$ cat src/rtl/mc_ctrl_param_if.sv
// Control bus between mc_ctrl_param and the ARM32 datapath: decoded instruction
// fields and flags in, register/ALU/regfile/RAM enables out.
interface mc_ctrl_param_if;
  logic [6:0]  opcode;
  logic [3:0]  cond;
  logic [31:0] status_reg;
  logic        P;
  logic        U;
  logic        W;
  logic        en_status_decode;

  logic        waiting;
  logic        load_pc;
  logic        load_ir;
  logic [1:0]  sel_pc;
  logic [1:0]  sel_A_in;
  logic [1:0]  sel_B_in;
  logic [1:0]  sel_shift_in;
  logic        en_A;
  logic        en_B;
  logic        en_S;
  logic        en_C;
  logic        sel_A;
  logic        sel_B;
  logic        sel_post_indexing;
  logic [2:0]  ALU_op;
  logic        w_en1;
  logic        w_en2;
  logic        w_en_ldr;
  logic        ram_w_en;
  logic        en_status;
  logic        status_rdy;

  modport master (
    input  opcode, cond, status_reg, P, U, W, en_status_decode,
    output waiting, load_pc, load_ir, sel_pc, sel_A_in, sel_B_in, sel_shift_in,
           en_A, en_B, en_S, en_C, sel_A, sel_B, sel_post_indexing, ALU_op,
           w_en1, w_en2, w_en_ldr, ram_w_en, en_status, status_rdy
  );

  modport slave (
    output opcode, cond, status_reg, P, U, W, en_status_decode,
    input  waiting, load_pc, load_ir, sel_pc, sel_A_in, sel_B_in, sel_shift_in,
           en_A, en_B, en_S, en_C, sel_A, sel_B, sel_post_indexing, ALU_op,
           w_en1, w_en2, w_en_ldr, ram_w_en, en_status, status_rdy
  );
endinterface

$ cat src/rtl/mc_ctrl_param.sv
// Parametrised multicycle ARM32 controller: LOAD_PC/FETCH/DECODE/EXEC/MEMWB/MWAIT/WB_LDR.
// Define CTRL_COND_EXEC_EN to evaluate ARM condition codes at DECODE.
module mc_ctrl_param #(
  parameter int unsigned FETCH_WAIT = 2,
  parameter int unsigned MEM_WAIT   = 1
) (
  input  logic              clk,
  input  logic              rst_n,
  mc_ctrl_param_if.master   bus
);

  localparam int unsigned FCW = $clog2(FETCH_WAIT + 1);
  localparam int unsigned MCW = (MEM_WAIT > 0) ? $clog2(MEM_WAIT + 1) : 1;
  localparam logic [FCW-1:0] F_LOAD = FCW'(FETCH_WAIT);
  localparam logic [MCW-1:0] M_LOAD = MCW'(MEM_WAIT);

  typedef enum logic [2:0] {
    S_RST, S_LOAD_PC, S_FETCH, S_DECODE, S_EXEC, S_MEMWB, S_MWAIT, S_WB_LDR
  } state_t;

  state_t         state, state_nx;
  logic [FCW-1:0] fcnt;
  logic [MCW-1:0] mcnt;
  logic           first_pc;
  logic [6:0]     op_l;
  logic [3:0]     cond_l;
  logic           p_l, u_l, w_l, es_l;
  logic           status_rdy_q;
  logic           cond_pass;

  logic [1:0] mode;
  logic       is_mem;
  logic       is_store;
  assign mode     = op_l[5:4];
  assign is_mem   = op_l[6];
  assign is_store = op_l[3];

`ifdef CTRL_COND_EXEC_EN
  logic f_n, f_z, f_c, f_v;
  assign {f_n, f_z, f_c, f_v} = bus.status_reg[31:28];

  // Evaluated on the live fields during DECODE, i.e. the values being latched.
  always_comb begin
    case (bus.cond)
      4'h0:    cond_pass = f_z;
      4'h1:    cond_pass = !f_z;
      4'h2:    cond_pass = f_c;
      4'h3:    cond_pass = !f_c;
      4'h4:    cond_pass = f_n;
      4'h5:    cond_pass = !f_n;
      4'h6:    cond_pass = f_v;
      4'h7:    cond_pass = !f_v;
      4'h8:    cond_pass = f_c && !f_z;
      4'h9:    cond_pass = !f_c || f_z;
      4'hA:    cond_pass = (f_n == f_v);
      4'hB:    cond_pass = (f_n != f_v);
      4'hC:    cond_pass = !f_z && (f_n == f_v);
      4'hD:    cond_pass = f_z || (f_n != f_v);
      default: cond_pass = 1'b1;
    endcase
  end

  logic unused_sts;
  assign unused_sts = ^{bus.status_reg[27:0], cond_l};
`else
  assign cond_pass = 1'b1;

  logic unused_sts;
  assign unused_sts = ^{bus.status_reg, cond_l};
`endif

  always_ff @(posedge clk or negedge rst_n) begin
    if (!rst_n) state <= S_RST;
    else        state <= state_nx;
  end

  always_comb begin
    state_nx = S_RST;
    case (state)
      S_RST:     state_nx = S_LOAD_PC;
      S_LOAD_PC: state_nx = S_FETCH;
      S_FETCH:   state_nx = (fcnt == FCW'(1)) ? S_DECODE : S_FETCH;
      S_DECODE:  state_nx = cond_pass ? S_EXEC : S_LOAD_PC;
      S_EXEC:    state_nx = S_MEMWB;
      S_MEMWB: begin
        if (!is_mem)           state_nx = S_LOAD_PC;
        else if (MEM_WAIT > 0) state_nx = S_MWAIT;
        else                   state_nx = is_store ? S_LOAD_PC : S_WB_LDR;
      end
      S_MWAIT: begin
        if (mcnt == MCW'(1)) state_nx = is_store ? S_LOAD_PC : S_WB_LDR;
        else                 state_nx = S_MWAIT;
      end
      S_WB_LDR:  state_nx = S_LOAD_PC;
      default:   state_nx = S_RST;
    endcase
  end

  always_ff @(posedge clk or negedge rst_n) begin
    if (!rst_n) begin
      fcnt         <= '0;
      mcnt         <= '0;
      first_pc     <= 1'b1;
      op_l         <= '0;
      cond_l       <= '0;
      p_l          <= 1'b0;
      u_l          <= 1'b0;
      w_l          <= 1'b0;
      es_l         <= 1'b0;
      status_rdy_q <= 1'b0;
    end else begin
      if (state_nx == S_LOAD_PC)  fcnt <= F_LOAD;
      else if (state == S_FETCH)  fcnt <= fcnt - FCW'(1);

      if (state == S_MEMWB)       mcnt <= M_LOAD;
      else if (state == S_MWAIT)  mcnt <= mcnt - MCW'(1);

      if (state == S_LOAD_PC) first_pc <= 1'b0;

      if (state == S_DECODE) begin
        op_l   <= bus.opcode;
        cond_l <= bus.cond;
        p_l    <= bus.P;
        u_l    <= bus.U;
        w_l    <= bus.W;
        es_l   <= bus.en_status_decode;
      end

      status_rdy_q <= (state == S_MEMWB) && !is_mem && es_l;
    end
  end

  always_comb begin
    bus.waiting           = 1'b0;
    bus.load_pc           = 1'b0;
    bus.load_ir           = 1'b0;
    bus.sel_pc            = 2'b00;
    bus.sel_A_in          = 2'b00;
    bus.sel_B_in          = 2'b00;
    bus.sel_shift_in      = 2'b00;
    bus.en_A              = 1'b0;
    bus.en_B              = 1'b0;
    bus.en_S              = 1'b0;
    bus.en_C              = 1'b0;
    bus.sel_A             = 1'b0;
    bus.sel_B             = 1'b0;
    bus.sel_post_indexing = 1'b0;
    bus.ALU_op            = 3'b000;
    bus.w_en1             = 1'b0;
    bus.w_en2             = 1'b0;
    bus.w_en_ldr          = 1'b0;
    bus.ram_w_en          = 1'b0;
    bus.en_status         = 1'b0;
    bus.status_rdy        = status_rdy_q;
    case (state)
      S_RST: bus.waiting = 1'b1;
      S_LOAD_PC: begin
        bus.waiting = 1'b1;
        bus.load_pc = 1'b1;
        bus.sel_pc  = first_pc ? 2'b01 : 2'b00;
      end
      S_FETCH: begin
        bus.waiting = 1'b1;
        bus.load_ir = (fcnt == FCW'(1));
      end
      S_EXEC: begin
        bus.en_A         = is_mem || op_l[3];
        bus.en_B         = (mode == 2'b01) || (mode == 2'b11);
        bus.en_S         = (mode == 2'b01) || (mode == 2'b11);
        bus.sel_shift_in = (mode == 2'b11) ? 2'b01 : 2'b00;
        bus.sel_A_in     = (mode == 2'b10) ? 2'b11 : 2'b00;
      end
      S_MEMWB: begin
        bus.sel_B = (mode != 2'b01) && (mode != 2'b11);
        if (!is_mem) begin
          bus.sel_A     = !op_l[3];
          bus.ALU_op    = op_l[2:0];
          bus.w_en1     = 1'b1;
          bus.en_C      = 1'b1;
          bus.en_status = es_l;
        end else begin
          bus.sel_post_indexing = !p_l;
          bus.ALU_op            = u_l ? 3'b000 : 3'b001;
          bus.ram_w_en          = is_store;
          bus.w_en2             = w_l || !p_l;
        end
      end
      S_WB_LDR: bus.w_en_ldr = 1'b1;
      default: ;
    endcase
    // RST is the reset state, so waiting must also be masked while rst_n is held low.
    if (!rst_n) bus.waiting = 1'b0;
  end

endmodule

$ cat src/flat_wrapper.sv
// flat-port wrapper written by rule: the top's interface ports become plain ports
module mc_ctrl_param_flat 
#(
  parameter int unsigned FETCH_WAIT = 2,
  parameter int unsigned MEM_WAIT   = 1
)
  (clk, rst_n, bus_opcode, bus_cond, bus_status_reg, bus_P, bus_U, bus_W, bus_en_status_decode, bus_waiting, bus_load_pc, bus_load_ir, bus_sel_pc, bus_sel_A_in, bus_sel_B_in, bus_sel_shift_in, bus_en_A, bus_en_B, bus_en_S, bus_en_C, bus_sel_A, bus_sel_B, bus_sel_post_indexing, bus_ALU_op, bus_w_en1, bus_w_en2, bus_w_en_ldr, bus_ram_w_en, bus_en_status, bus_status_rdy);
  mc_ctrl_param_if bus_i ();
  input  logic clk;
  input  logic rst_n;
  input wire logic [$bits(bus_i.opcode)-1:0] bus_opcode;
  input wire logic [$bits(bus_i.cond)-1:0] bus_cond;
  input wire logic [$bits(bus_i.status_reg)-1:0] bus_status_reg;
  input wire logic [$bits(bus_i.P)-1:0] bus_P;
  input wire logic [$bits(bus_i.U)-1:0] bus_U;
  input wire logic [$bits(bus_i.W)-1:0] bus_W;
  input wire logic [$bits(bus_i.en_status_decode)-1:0] bus_en_status_decode;
  output wire logic [$bits(bus_i.waiting)-1:0] bus_waiting;
  output wire logic [$bits(bus_i.load_pc)-1:0] bus_load_pc;
  output wire logic [$bits(bus_i.load_ir)-1:0] bus_load_ir;
  output wire logic [$bits(bus_i.sel_pc)-1:0] bus_sel_pc;
  output wire logic [$bits(bus_i.sel_A_in)-1:0] bus_sel_A_in;
  output wire logic [$bits(bus_i.sel_B_in)-1:0] bus_sel_B_in;
  output wire logic [$bits(bus_i.sel_shift_in)-1:0] bus_sel_shift_in;
  output wire logic [$bits(bus_i.en_A)-1:0] bus_en_A;
  output wire logic [$bits(bus_i.en_B)-1:0] bus_en_B;
  output wire logic [$bits(bus_i.en_S)-1:0] bus_en_S;
  output wire logic [$bits(bus_i.en_C)-1:0] bus_en_C;
  output wire logic [$bits(bus_i.sel_A)-1:0] bus_sel_A;
  output wire logic [$bits(bus_i.sel_B)-1:0] bus_sel_B;
  output wire logic [$bits(bus_i.sel_post_indexing)-1:0] bus_sel_post_indexing;
  output wire logic [$bits(bus_i.ALU_op)-1:0] bus_ALU_op;
  output wire logic [$bits(bus_i.w_en1)-1:0] bus_w_en1;
  output wire logic [$bits(bus_i.w_en2)-1:0] bus_w_en2;
  output wire logic [$bits(bus_i.w_en_ldr)-1:0] bus_w_en_ldr;
  output wire logic [$bits(bus_i.ram_w_en)-1:0] bus_ram_w_en;
  output wire logic [$bits(bus_i.en_status)-1:0] bus_en_status;
  output wire logic [$bits(bus_i.status_rdy)-1:0] bus_status_rdy;
  assign bus_i.opcode = bus_opcode;
  assign bus_i.cond = bus_cond;
  assign bus_i.status_reg = bus_status_reg;
  assign bus_i.P = bus_P;
  assign bus_i.U = bus_U;
  assign bus_i.W = bus_W;
  assign bus_i.en_status_decode = bus_en_status_decode;
  assign bus_waiting = bus_i.waiting;
  assign bus_load_pc = bus_i.load_pc;
  assign bus_load_ir = bus_i.load_ir;
  assign bus_sel_pc = bus_i.sel_pc;
  assign bus_sel_A_in = bus_i.sel_A_in;
  assign bus_sel_B_in = bus_i.sel_B_in;
  assign bus_sel_shift_in = bus_i.sel_shift_in;
  assign bus_en_A = bus_i.en_A;
  assign bus_en_B = bus_i.en_B;
  assign bus_en_S = bus_i.en_S;
  assign bus_en_C = bus_i.en_C;
  assign bus_sel_A = bus_i.sel_A;
  assign bus_sel_B = bus_i.sel_B;
  assign bus_sel_post_indexing = bus_i.sel_post_indexing;
  assign bus_ALU_op = bus_i.ALU_op;
  assign bus_w_en1 = bus_i.w_en1;
  assign bus_w_en2 = bus_i.w_en2;
  assign bus_w_en_ldr = bus_i.w_en_ldr;
  assign bus_ram_w_en = bus_i.ram_w_en;
  assign bus_en_status = bus_i.en_status;
  assign bus_status_rdy = bus_i.status_rdy;
  mc_ctrl_param #(.FETCH_WAIT(FETCH_WAIT), .MEM_WAIT(MEM_WAIT)) u_core (.clk(clk), .rst_n(rst_n), .bus(bus_i));
endmodule
$ cat config.mk
export PLATFORM = sky130hd
export DESIGN_NAME = mc_ctrl_param_flat
export DESIGN_NICKNAME = d
export VERILOG_FILES = /design/src/rtl/mc_ctrl_param_if.sv /design/src/rtl/mc_ctrl_param.sv /design/src/flat_wrapper.sv
export SDC_FILE = /design/constraint.sdc
export NUM_CORES = 1
export LEC_CHECK = 0
export ABC_AREA = 0
export CORE_MARGIN = 1.5
export CORE_UTILIZATION = 34
export CTS_BUF_LIST = sky130_fd_sc_hd__clkbuf_16
export DETAILED_ROUTE_END_ITERATION = 16
export PLACE_DENSITY = 0.79
export SLEW_MARGIN = 20
export SYNTH_ARGS = -nofsm -noshare
export SYNTH_HDL_FRONTEND = slang
export SYNTH_SLANG_ARGS = --single-unit
$ cat constraint.sdc
create_clock -name clk -period 1.96 [get_ports clk]
set_clock_uncertainty 0.2 [all_clocks]
set_input_delay 0.392 -clock clk [delete_from_list [all_inputs] [get_ports clk]]
set_output_delay 0.392 -clock clk [all_outputs]
set_load 0.01 [all_outputs]
==> results.md <==
Power:
- IR analysis of the VDD net gives a maximum drop of about 0.81 mV.
- The power share of the clock group is 16.4%.
- The static leakage power is 0.8629 nW.
- The sequential share of power is between 30% and 40%.
- The switching power of the nets is 0.8522 mW.
- In this run the power density over the cells is 1443 nW/um2.
- In this run switching power makes up 34.51% of total power.
- In this run, the combinational gates consume between 50% and 60% of the power.
- The cell internal power dissipation is 1.617 mW.

Cells and area:
- From synthesis to final layout, the design area changed by 62.66%.
- The largest registers in the layout are u_core.op_l x7, u_core.state x3, u_core.fcnt x2.
- The layout has between 200 and 300 filler cells.
- The number of antenna diodes in the final layout is 0.
- The register with the most flip-flops in the layout has 7 of them.
- Registers take ~480 um2.
- The total area of multi-input combinational cells is around 550 um2.
- The top register by number of flip-flops is u_core.op_l.
- The library cells used most frequently in the layout, excluding fill and tap cells, are sky130_fd_sc_hd__buf_4, sky130_fd_sc_hd__buf_6, sky130_fd_sc_hd__dfrtp_1.
- The fraction of layout instances using a drive strength above 1 is 43.95%.
- The library cell used most frequently in the layout, excluding fill and tap cells, is sky130_fd_sc_hd__buf_4.
- The final layout contains approximately 210 nets.
- The utilization of the core after routing is between 50% and 60%.

Synthesis:
- Sequential elements use 45.30% of the synthesized area.
- The flip-flop and latch count after synthesis is 19.
- Synthesis instantiated 37 different standard cells from the library.
- The share of flip-flops with an asynchronous set or reset is 100.0%.
- Counting every instance in the synthesized netlist gives slightly below 100.
- The library cell with the largest summed area after synthesis is sky130_fd_sc_hd__dfrtp_1.
- The count of flip-flops with a built-in enable after synthesis is 0.
- Of the post-synthesis cell area, the dominant cell type holds between 40 and 50%.
- The synthesized area is 1052 um2.
- The most used flip-flop cell after synthesis is sky130_fd_sc_hd__dfrtp_1.
- The post-synthesis area per instance is 10.85 um2.
- The Yosys step of the flow raised 0 warnings.
- Yosys attributes the largest share of cell area to sky130_fd_sc_hd__dfrtp_1, sky130_fd_sc_hd__mux2_1, sky130_fd_sc_hd__buf_4.

Routing:
- The DRC violation count after routing is 0.
- The routed length per placed instance is 13.20 um.
- The detail route stage leaves a number of antenna-violating nets equal to 0.
- The count of vias placed by the detailed router is 921.
- The initial DRC count is 7.
- Dividing the detail-routed via count by the number of cells gives between 4 and 5.
- Wires add up to 2508 um.
- The number of detailed-routing iterations run before antenna repair is 3.

Global routing:
- Across every metal layer, demand over resource in global routing totals roughly 16%.
- The number of global-route vias before repair is 960.
- The maximum number of pins on one net before global-route repair is 20.
- The first-pass GRT wire length is 4126 um.
- The initial antenna violation count is 0.
- The residual overflow from global routing is 0.

Status:
- The checks that failed: negative setup slack.
- The flow ran to the end, but the final reports show violations.

Floorplanning:
- The total area inside the core boundary comes to around 3000 um2.
- 76 I/O pins were placed.
- Row generation in the floorplan step produced 20 rows.
- For this configuration, the core starts out at a cell density of a little over a third.
- The die extent in y is slightly below 60 um.
- The die covers about 3400 um2.
- Measured along the x axis, the die boundary spans between 50 and 60 um.

Place:
- At the end of routability-driven placement, the weighted congestion stood at 0.8268.
- The post-placement setup slack is -213.6 ps.
- The half-perimeter wire length of the detailed placement result is between 1500 and 2000 um.
- Buffers placed on the I/O ports in this run total 35.

Timing:
- Once routing completed, OpenROAD measured the worst setup slack at -37.80 ps.
- The part of the cycle the worst path needs is 101.9%.
- The max-slew violation count came to 0.
- Setup repair after global routing could not meet its margin everywhere.
- Setup violations remaining at the end of the flow were counted as 6.
- The number of hold violations in the final report was 0.
- The smallest clock period supported by the final layout is computed as 1998 ps.
- Static timing analysis puts the maximum clock frequency at 0.5006 GHz.

Worst setup path:
- Traced cell by cell, the critical path runs through nand3b_4 > nor2_4 > buf_6 > buf_6 > and2_4 > buf_6.
- STA classifies the critical path endpoint as a primary output.
- The number of buffer and inverter stages on the critical path is 3.
- The endpoint arrival time on the critical path is approximately 1400 ps.
- By instance count, the cell type seen most on the critical path is sky130_fd_sc_hd__buf_6.
- The worst setup path category is reg -> out.
- STA classifies the critical path startpoint as a register.
- The required time of the critical path is 1370 ps.
- The worst stage delay on the critical path is 390 ps.
- The family with the most delay on the worst path is simple AND/OR/NAND/NOR gates.
- The slowest stage of the critical path is the sky130_fd_sc_hd__dfrtp_1 cell.
- The maximum fanout along the worst path is 5.

Clock network:
- In this run the number of H-tree levels came out at 1.
- The clock sink total is 19.
- The longest clock path from root to sink contains 2 buffers.
- The tree is rooted in a sky130_fd_sc_hd__clkbuf_16.
- The number of buffers created by CTS is 3.
- The clock tree from TritonCTS is yes.
- The clock latency at the later pin of the worst-skew pair is ~250 ps.
- After clock tree synthesis, the clock-pin slew on the worst setup and hold paths is about 50 ps.

Hold path:
- The class of the tightest hold or removal check is reg -> reg.

Flow run:
- The number of max-cap violations is 0.
[cell usage after synthesis, types with 2 or more instances]
library cell / instances
sky130_fd_sc_hd__nand2_1: 4
sky130_fd_sc_hd__buf_4: 8
sky130_fd_sc_hd__buf_2: 3
sky130_fd_sc_hd__nor3b_2: 3
sky130_fd_sc_hd__nor2_1: 6
sky130_fd_sc_hd__mux2_1: 11
sky130_fd_sc_hd__dfrtp_1: 18
sky130_fd_sc_hd__o21ai_0: 3
sky130_fd_sc_hd__and2_1: 7
sky130_fd_sc_hd__and3_1: 2
sky130_fd_sc_hd__inv_1: 4
sky130_fd_sc_hd__mux2i_1: 2
sky130_fd_sc_hd__a22oi_1: 2
[power groups by stage]
stage          registers, mW  clock network, mW  logic [mW]
2_1_floorplan          0.696                  0       0.610
3_3_place_gp           0.706                  0       0.975
3_5_place_dp           0.722                  0        1.01
4_1_cts                0.737              0.414        1.27
5_1_grt                0.769              0.423        1.45
6_report               0.748              0.406        1.32
[path summary, 6_finish.rpt]
kind	slack (ps)	start	cells after the start	endpoint
setup / recovery	-40	u_core.state[1]	6	bus_en_status
hold / removal	280	u_core.first_pc	1	u_core.first_pc
setup reg to reg	30	u_core.state[0]	10	u_core.fcnt[1]
hold reg to reg	280	u_core.first_pc	1	u_core.first_pc
max in group asynchronous	990	rst_n	2	u_core.first_pc
min in group asynchronous	300	rst_n	2	u_core.op_l[5]
[layout make-up]
| cell class | count | share of cell area [%] |
|---|---|---|
| Inverter | 5 | 1.096 |
| Timing Repair Buffer | 64 | 31.94 |
| Sequential cell | 19 | 28.00 |
| Clock buffer | 3 | 4.386 |
| Tap cell | 33 | 2.412 |
| Multi-Input combinational cell | 65 | 31.94 |
| Clock inverter | 1 | 0.2193 |
[kinds of logic (layout without fill, tap and decap cells)]
group,after synthesis,after routing,synth area share (%)
multiplexers,13,13,13.67
flip-flops,19,19,45.30
other,1,4,0.3564
adder cells (fa/ha/maj),1,1,1.189
AND/OR/NAND/NOR,30,30,18.19
AO/OA/AOI/OAI,16,16,11.53
XOR/XNOR,1,1,0.8325
buffers and inverters,16,73,8.917
[metrics by stage]
step	instances	total power, mW	hold slack, ps	cell area [um2]	setup TNS [ps]
floorplan	100	1.306	-103.6	1064	0
global placement	170	1.680	268.1	1478	-2668
detailed placement	170	1.729	274.4	1478	-2961
CTS	189	2.423	281.9	1678	-638.1
global route	190	2.643	290.5	1712	-712.0
finish	190	2.470	277.9	1712	-104.9
[timing repair]
item	4_1_cts	5_1_grt
hold buffers	0	0
endpoints found under the hold margin	0	0
pin swaps	9	10
buffers inserted	16	3
gates cloned	0	0
endpoints found under the setup margin	22	21
resized for setup	87	17
[routing by layer]
metal / share of wire [%] / vias to the layer above / track usage, %
met4: 1.7 / 0 / 6.494
met2: 54 / 35 / 29.21
met3: 6.6 / 7 / 3.516
met1: 37 / 439 / 16.90
li1: - / 440 / -
met5: 0 / - / 0
[worst reg2reg max path, cell delays in order, from the launching register on]
cell	delay, ps
sky130_fd_sc_hd__dfrtp_2	440
sky130_fd_sc_hd__buf_6	130
sky130_fd_sc_hd__buf_6	120
sky130_fd_sc_hd__nor3b_4	190
sky130_fd_sc_hd__buf_4	140
sky130_fd_sc_hd__buf_6	80
sky130_fd_sc_hd__buf_6	80
sky130_fd_sc_hd__buf_6	80
sky130_fd_sc_hd__buf_6	90
sky130_fd_sc_hd__mux2i_1	160
sky130_fd_sc_hd__o211ai_1	100
Power figures use the tool's default switching activity.
